==> config.mk <==
export PLATFORM = sky130hd
export DESIGN_NAME = serial_subtractor
export DESIGN_NICKNAME = d
export VERILOG_FILES = /design/src/rtl/serial_subtractor.sv
export SDC_FILE = /design/constraint.sdc
export NUM_CORES = 1
export LEC_CHECK = 0
export BUFFER_PORTS_ARGS = -buffer_cell sky130_fd_sc_hd__buf_2
export CAP_MARGIN = 20
export CELL_PAD_IN_SITES_DETAIL_PLACEMENT = 1
export CELL_PAD_IN_SITES_GLOBAL_PLACEMENT = 1
export CORE_ASPECT_RATIO = 1.75
export CORE_MARGIN = 2
export CORE_UTILIZATION = 32
export DETAILED_ROUTE_END_ITERATION = 6
export GPL_TIMING_DRIVEN = 0
export PLACE_DENSITY_LB_ADDON = 0.1
export SKIP_CTS_REPAIR_TIMING = 1
export SLEW_MARGIN = 10
export SYNTH_ARGS = -nofsm -noshare
export SYNTH_HDL_FRONTEND = slang
export SYNTH_SLANG_ARGS = --single-unit
export TNS_END_PERCENT = 100
==> constraint.sdc <==
create_clock -name clk -period 2.2 [get_ports clk]
set_input_delay 0.33 -clock clk [delete_from_list [all_inputs] [get_ports clk]]
set_output_delay 0.33 -clock clk [all_outputs]
set_load 0.03 [all_outputs]
==> src/rtl/serial_subtractor.sv <==
// Bit-serial two's-complement subtractor: diff = a - b, one bit per clock LSB first,
// through a single full-subtractor cell with a registered borrow; start/done handshake.
module serial_subtractor #(
  parameter int unsigned WIDTH = 8
) (
  input  logic             clk,
  input  logic             rst_n,
  input  logic             start,
  input  logic [WIDTH-1:0] a,
  input  logic [WIDTH-1:0] b,
  output logic             busy,
  output logic             done,
  output logic [WIDTH-1:0] diff,
  output logic             borrow,
  output logic             zero,
  output logic             overflow
);

  localparam int unsigned CW = (WIDTH > 2) ? $clog2(WIDTH) : 1;
  localparam logic [CW-1:0] LAST = CW'(WIDTH - 1);

  typedef enum logic [1:0] {
    IDLE  = 2'd0,
    SHIFT = 2'd1,
    DONE  = 2'd2
  } state_t;

  state_t           state_q, state_d;
  logic [WIDTH-1:0] a_sr_q, a_sr_d;
  logic [WIDTH-1:0] b_sr_q, b_sr_d;
  logic [WIDTH-1:0] res_q, res_d;
  logic             brw_q, brw_d;
  logic [CW-1:0]    cnt_q, cnt_d;
  logic             a_msb_q, a_msb_d;
  logic             b_msb_q, b_msb_d;
  logic [WIDTH-1:0] diff_q, diff_d;
  logic             borrow_q, borrow_d;
  logic             zero_q, zero_d;
  logic             overflow_q, overflow_d;

  // Full-subtractor cell on the current LSBs
  logic             x_bit, y_bit, d_bit, bout;
  logic [WIDTH-1:0] res_full;

  assign x_bit    = a_sr_q[0];
  assign y_bit    = b_sr_q[0];
  assign d_bit    = x_bit ^ y_bit ^ brw_q;
  assign bout     = (~x_bit & y_bit) | (~(x_bit ^ y_bit) & brw_q);
  assign res_full = {d_bit, res_q[WIDTH-1:1]};

  always_ff @(posedge clk) begin
    if (!rst_n) begin
      state_q    <= IDLE;
      a_sr_q     <= '0;
      b_sr_q     <= '0;
      res_q      <= '0;
      brw_q      <= 1'b0;
      cnt_q      <= '0;
      a_msb_q    <= 1'b0;
      b_msb_q    <= 1'b0;
      diff_q     <= '0;
      borrow_q   <= 1'b0;
      zero_q     <= 1'b0;
      overflow_q <= 1'b0;
    end else begin
      state_q    <= state_d;
      a_sr_q     <= a_sr_d;
      b_sr_q     <= b_sr_d;
      res_q      <= res_d;
      brw_q      <= brw_d;
      cnt_q      <= cnt_d;
      a_msb_q    <= a_msb_d;
      b_msb_q    <= b_msb_d;
      diff_q     <= diff_d;
      borrow_q   <= borrow_d;
      zero_q     <= zero_d;
      overflow_q <= overflow_d;
    end
  end

  always_comb begin
    state_d    = state_q;
    a_sr_d     = a_sr_q;
    b_sr_d     = b_sr_q;
    res_d      = res_q;
    brw_d      = brw_q;
    cnt_d      = cnt_q;
    a_msb_d    = a_msb_q;
    b_msb_d    = b_msb_q;
    diff_d     = diff_q;
    borrow_d   = borrow_q;
    zero_d     = zero_q;
    overflow_d = overflow_q;

    case (state_q)
      IDLE: begin
        if (start) begin
          state_d = SHIFT;
          a_sr_d  = a;
          b_sr_d  = b;
          a_msb_d = a[WIDTH-1];
          b_msb_d = b[WIDTH-1];
          brw_d   = 1'b0;
          cnt_d   = '0;
          res_d   = '0;
        end
      end
      SHIFT: begin
        res_d  = res_full;
        a_sr_d = {1'b0, a_sr_q[WIDTH-1:1]};
        b_sr_d = {1'b0, b_sr_q[WIDTH-1:1]};
        brw_d  = bout;
        cnt_d  = cnt_q + CW'(1);
        // Last bit: publish result and flags together
        if (cnt_q == LAST) begin
          state_d    = DONE;
          diff_d     = res_full;
          borrow_d   = bout;
          zero_d     = (res_full == '0);
          overflow_d = (a_msb_q != b_msb_q) && (res_full[WIDTH-1] != a_msb_q);
        end
      end
      DONE: begin
        state_d = IDLE;
      end
      default: begin
        state_d = IDLE;
      end
    endcase
  end

  assign busy     = (state_q == SHIFT);
  assign done     = (state_q == DONE);
  assign diff     = diff_q;
  assign borrow   = borrow_q;
  assign zero     = zero_q;
  assign overflow = overflow_q;

endmodule

# Yosys cells after proc, flatten, opt, wreduce, memory -nomap -nowiden
# Index checks and enable logic that the tools add are counted.
# classes
n_bitwise	7
n_reduce_logical	8
muxes	13
n_addsub	1
n_eq_ne	7
# op_table
op	count
$pmux 8 s2	3
$mux 8	3
$logic_not 8->1	1
$reduce_and 2->1	4
$pmux 3 s2	1
$mux 2	2
$pmux 2 s2	1
$add 3x1->3 const B	1
$eq 3x3->1 const B	1
$mux 3	1
$and 1x1->1	2
$eq 2x1->1 const B	1
$eq 2x2->1 const B	1
$logic_not 2->1	1
$ne 1x1->1	2
$ne 2x1->1 const B	1
$ne 2x2->1 const B	1
$not 1->1	2
$pmux 1 s2	1
$reduce_bool 2->1	1
$xor 1x1->1	2
$logic_and 1x1->1	1
$mux 1	1
$or 1x1->1	1
# totals
in_bits	19
wordCells	48
output_inout_bits	13
register_bits	43

# Logic depth before layout (Yosys ltp)
# logic_depth
ltp_word	5
depth_mapped	7
mapped_depth_nobuf	5

# Worst setup path before layout
# No wires, ideal clock.
# synth_timing
path_type	register -> register
startpoint	register a_sr_q[0]
endpoint	register overflow_q, in the netlist overflow
slack_ns	0.632
synth_period_minus_slack_ns	1.568
stages_incl_launch_ff	5
setup_ns	0.074
t_arrival_ns	1.494
path_buffers	0
required_time_ns	2.126
cell_sequence	dfxtp_1 > inv_1 > fa_1 > or3b_2 > a31oi_1
# synth_between
elab_chain_len	4
# synth_rtl
element	line_no	text
start: declaration	29	logic [WIDTH-1:0] a_sr_q, a_sr_d;
start signal: assignment	67	a_sr_q <= a_sr_d;
$xor 1x1->1 (2 in series)	47	assign d_bit = x_bit ^ y_bit ^ brw_q;
$ne 1x1->1	120	overflow_d = (a_msb_q != b_msb_q) && (res_full[WIDTH-1] != a_msb_q);
$logic_and 1x1->1	120	
end signal: assignment	77	overflow_q <= overflow_d;
end: declaration	39	logic overflow_q, overflow_d;
# Every way passes these cells.
# A chain may end at the register's enable or synchronous reset.

# Final worst setup path
# layout_timing
startpoint	register state_q[1]
endpoint	output busy
# layout_between
elab_chain_len	1
# layout_rtl
element	line_no	text
start: declaration	28	state_t state_q, state_d;
start signal: assignment	66	state_q <= state_d;
$eq 2x1->1	132	assign busy = (state_q == SHIFT);
end: declaration	11	output logic busy,
# Every way passes these cells.

==> reports/metrics.sh <==
ROUTE.DETAILED.WL_PER_INST_UM=14.10
CLOCK_SINKS=42
WORSTSETUPENDPOINTTYPE='output pin'
RUN_STATUS='complete, no violations'
WORSTSETUPSTARTPOINTTYPE='register'
MAX_CAP_VIOLATIONS=0
MAX_FREQ_MHz=570.7
SYNTH.MUX.AREA_FRACTION_PCT=1.092
ROUTED_WIRELENGTH_UM=4456
NUM_ANTENNA_CELLS=0
FINAL_HOLD_VIOL_COUNT=0
SYNTH_SEQUENTIAL_AREA_RATIO_PCT=45.87
CRITICAL_PATH.N_BUFFERS_INVERTERS=5
FINAL.FILL_COUNT=705
YOSYSWARNINGCOUNT=0
SYNTH.AVG_CELL_AREA_UM2=9.119
GLOBALROUTE.BUSIESTLAYER='met2'
DRT.ANTENNA.VIOLATING_NETS=0
LARGEST_FAMILY_OF_LOGIC_CELLS_BY_SYNTHESIZED_AREA='compound AO/OA/AOI/OAI gates'
PLACEDINSTANCEAREA_MM2=0.002083
FIN_NETS=262
FIN_CRIT_PS=1752
WORST_CLOCK_SKEW_PS=5.003
CRIT_SLOWEST_CELL='sky130_fd_sc_hd__dfxtp_1'
FINALSETUPTNS_PS=0
BUFFER_DEPTH_OF_THE_LONGEST_CLOCK_PATH=2
RSZ0062_AT_GRT='false'
VIAS_PER_CELL=4.864
COUNT_OF_ROUTING_VIOLATIONS_AFTER_THE_OPENING_DETAILED_ROUTE_ITERATION=38
CTS_INSERTED_BUFFERS=5
FIRST_PASS_GRT_WIRE_LENGTH_UM=7741
FINALSETUPVIOLCOUNT=0
NETLIST-CELL-TYPE-COUNT=38
ROWS=36
DESIGN.CORE.AREA_MM2=0.005540
CRITPATHMAXSTAGEDELAY_PS=320
WP_DATA_REQUIRED_PS=1870
IR_WORST_VDD_mV=0.3959
TIMING.FINAL.CRIT_SHARE_PCT=79.65
CELL_AREA_SYNTH_MM2=0.001833
FIRST_GLOBAL_VIAS=1579
ROUTE.VIAS.TOTAL=1537
SYNTHXORXNORAREAFRAC_PCT=0
FP.DIEAREA_MM2=0.006373
GLOBAL_ROUTE.USAGE.MET2_PCT=28.42
GR-USAGE-ALL-LAYERS_PCT=16.00
FLOORPLAN.INITIALDENSITY_PCT=33.08
KIND_OF_CRITICAL_PATH='reg2out'
FIRSTDRTPASSITERS=4
SLEW_HEADROOM_PCT=62.44
HOLD_CLASS='in2reg'
CRITPATHARRIVALTIME_PS=1420
CP_CELL_SEQUENCE='buf_6 -> nand2b_4 -> buf_6 -> inv_6 -> buf_6 -> buf_2'
AREA.SEQUENTIAL_UM2=840.8
POSTSYNTHCELLCOUNT=201
DRCVIOLATIONCOUNT=0
GRT_START_MAX_NET_PINS=13
MAX_SLEW_VIOLATIONS=0
HALF_PERIMETER_WIRE_LENGTH_AFTER_DETAILED_PLACEMENT_UM=3399
WORST_SETUP_HOLD_PATH_CLK_SLEW_PS=80
SHARE_OF_FINAL_LAYOUT_STANDARD_CELLS_STRONGER_THAN_DRIVE_STRENGTH_1_PCT=22.50
FRACTION_OF_THE_MAPPED_NETLIST_AREA_IN_COMPOUND_GATES_PCT=24.30
SYN2LAYOUT_AREA_GROWTH_PCT=18.64
IO-PIN-COUNT=32
BUFFER_PORTS.INSERTED=31
CP_MAX_FO=10
GP_ROUTABILITY_CONGESTION=0.7201
STDCELL_AREA_MM2=0.002175
MAX_SLEW.WORST_PIN.SLEW_PS=563.4
DIE-HEIGHT_UM=104.1
CTS_TREE='yes'
TIMING.CRITICAL_PATH.MODE_CELL='sky130_fd_sc_hd__buf_6'
GRT_ANTENNA_BEFORE_REPAIR=0
GRT-OVFL-TOTAL=0
GLOBALROUTEMET3UTIL_PCT=2.985
REG2REGPATHDEPTH=4
SYNTH_ADDER_AREA_SHARE_PCT=3.549
HOLD_PATH_DEPTH=3
CTSROOTBUFFERMASTER='sky130_fd_sc_hd__clkbuf_8'
CHIPWIDTH_UM=61.21
WORSTSETUPPATHDEPTH=6
YS_FF_LATCH=42
HTREE_LEVELS=2
WORSTSKEWPAIRLATENCY_PS=290
GROUTE.LAYER.MET1.USAGE_PCT=18.16
SYNTH_SIMPLE_GATE_AREA_SHARE_PCT=17.41
SYNTH_FP_NETS=224
POWER_DENSITY_mW_PER_MM2=689.6
TOTAL_AREA_OF_MULTI_INPUT_COMBINATIONAL_CELLS_UM2=849.6
STATIC-LEAKAGE-POWER_uW=0.0009111
CP_TOP_FAMILY='buffers and inverters'
==> worst register-to-register path: cells and delay by family, from the launching register on <==
family          cells  cell delay [ps]
compound gates      1              160
fa+ha+maj           1              530
buf+inv             1               80
flops               1              380
simple gates        1              450
==> final cells by class <==
class	instances	share of cell area [%]
Multi-Input combinational cell	136	39.07
Tap cell	76	4.373
Buffer	15	4.948
Clock inverter	1	0.2301
Clock buffer	7	3.970
Inverter	8	1.611
Sequential cell	42	38.67
Timing Repair Buffer	31	7.135
==> layer usage <==
layer  share of wire [%]  wire (µm)
met5                   0          0
met4                 1.7         74
met3                 2.5        113
met2                  55       2436
met1                  41       1831
==> Yosys cell counts <==
| library cell | n | share of area [%] |
|---|---|---|
| sky130_fd_sc_hd__ha_1 | 2 | 1.4 |
| sky130_fd_sc_hd__and2_1 | 3 | 1.0 |
| sky130_fd_sc_hd__nand2b_4 | 1 | 0.75 |
| sky130_fd_sc_hd__nor3b_2 | 1 | 0.68 |
| sky130_fd_sc_hd__o21ba_4 | 1 | 0.89 |
| sky130_fd_sc_hd__inv_6 | 1 | 0.48 |
| sky130_fd_sc_hd__o21bai_1 | 1 | 0.41 |
| sky130_fd_sc_hd__or3b_2 | 1 | 0.48 |
| sky130_fd_sc_hd__fa_1 | 2 | 2.2 |
| sky130_fd_sc_hd__a32o_1 | 2 | 1.1 |
| sky130_fd_sc_hd__a31oi_1 | 2 | 0.68 |
| sky130_fd_sc_hd__a22oi_1 | 8 | 3.3 |
| sky130_fd_sc_hd__a21boi_1 | 5 | 2.0 |
| sky130_fd_sc_hd__nor2_1 | 1 | 0.20 |
| sky130_fd_sc_hd__nor2b_1 | 12 | 4.1 |
| sky130_fd_sc_hd__nand4_1 | 1 | 0.34 |
| sky130_fd_sc_hd__nor4_1 | 2 | 0.68 |
| sky130_fd_sc_hd__o22ai_1 | 1 | 0.34 |
| sky130_fd_sc_hd__buf_6 | 6 | 3.7 |
| sky130_fd_sc_hd__a21boi_0 | 3 | 1.2 |
| sky130_fd_sc_hd__inv_1 | 7 | 1.4 |
| sky130_fd_sc_hd__nand3b_1 | 2 | 0.82 |
| sky130_fd_sc_hd__clkbuf_1 | 4 | 0.82 |
| sky130_fd_sc_hd__clkbuf_2 | 1 | 0.27 |
| sky130_fd_sc_hd__a21oi_1 | 24 | 6.6 |
| sky130_fd_sc_hd__o221ai_1 | 2 | 0.96 |
| sky130_fd_sc_hd__mux2i_1 | 2 | 1.1 |
| sky130_fd_sc_hd__o2bb2ai_1 | 2 | 0.96 |
| sky130_fd_sc_hd__nand3_1 | 1 | 0.27 |
| sky130_fd_sc_hd__buf_2 | 4 | 1.1 |
| sky130_fd_sc_hd__dfxtp_1 | 42 | 46 |
| sky130_fd_sc_hd__o211a_1 | 2 | 1.1 |
| sky130_fd_sc_hd__o21ai_0 | 14 | 3.8 |
| sky130_fd_sc_hd__nand2_1 | 33 | 6.8 |
| sky130_fd_sc_hd__or3b_1 | 1 | 0.48 |
| sky130_fd_sc_hd__a22o_1 | 2 | 0.96 |
| sky130_fd_sc_hd__and3b_1 | 1 | 0.48 |
| sky130_fd_sc_hd__and3_1 | 1 | 0.34 |
==> state kept, by name, summed over array words and instances, names as in the netlist <==
register	cells
b_sr_q	8
a_sr_q	8
state_q	2
brw_q	1
a_msb_q	1
b_msb_q	1
zero	1
overflow	1
cnt_q	3
diff	8
res_q	7
borrow	1
==> power breakdown <==
part / internal [µW] / switching (µW)
Clock: 253 / 255
Combinational: 79.2 / 99.3
Sequential: 792 / 20.9
Total: 1120 / 375
==> metrics by stage <==
stage	total power [µW]	std cells	util, %	setup slack, ps	hold WS (ps)
final	1500	316	39.25	447.7	268.0
after global routing	1599	316	39.25	356.4	272.1
after CTS	1529	316	39.25	427.9	261.2
after detailed placement	1013	308	37.60	529.8	447.3
after global placement	1011	308	37.60	524.0	439.6
after floorplan	950.2	201	-	632.2	453.9
==> worst paths after layout <==
kind	startpoint	to	slack [ps]
min	a[4]	a_sr_q[4]$_SDFFE_PN0P_	270
max	state_q[1]$_SDFFE_PN0P_	busy	450
min reg2reg	diff[6]$_SDFFE_PN0P_	diff[6]$_SDFFE_PN0P_	450
max reg2reg	a_sr_q[0]$_SDFFE_PN0P_	overflow$_SDFFE_PN0P_	530
==> cells in the final DEF (no fill, tap or decap), types with 5 or more instances in the layout <==
master / instances
sky130_fd_sc_hd__a21boi_1: 5
sky130_fd_sc_hd__a21oi_1: 24
sky130_fd_sc_hd__a22oi_1: 8
sky130_fd_sc_hd__buf_2: 35
sky130_fd_sc_hd__buf_6: 6
sky130_fd_sc_hd__clkbuf_1: 5
sky130_fd_sc_hd__clkbuf_8: 6
sky130_fd_sc_hd__dfxtp_1: 42
sky130_fd_sc_hd__inv_1: 7
sky130_fd_sc_hd__nand2_1: 33
sky130_fd_sc_hd__nor2b_1: 12
sky130_fd_sc_hd__o21ai_0: 14
==> cells by family (layout without fill, tap and decap cells) <==
family / count (synthesis) / after routing
DFF: 42 / 42
buffers and inverters: 23 / 62
adders and majority gates: 4 / 4
muxes: 2 / 2
and+or+nand+nor: 61 / 61
AOI/OAI and AO/OA: 69 / 69
Note: power is estimated with default switching activity, not from simulation.
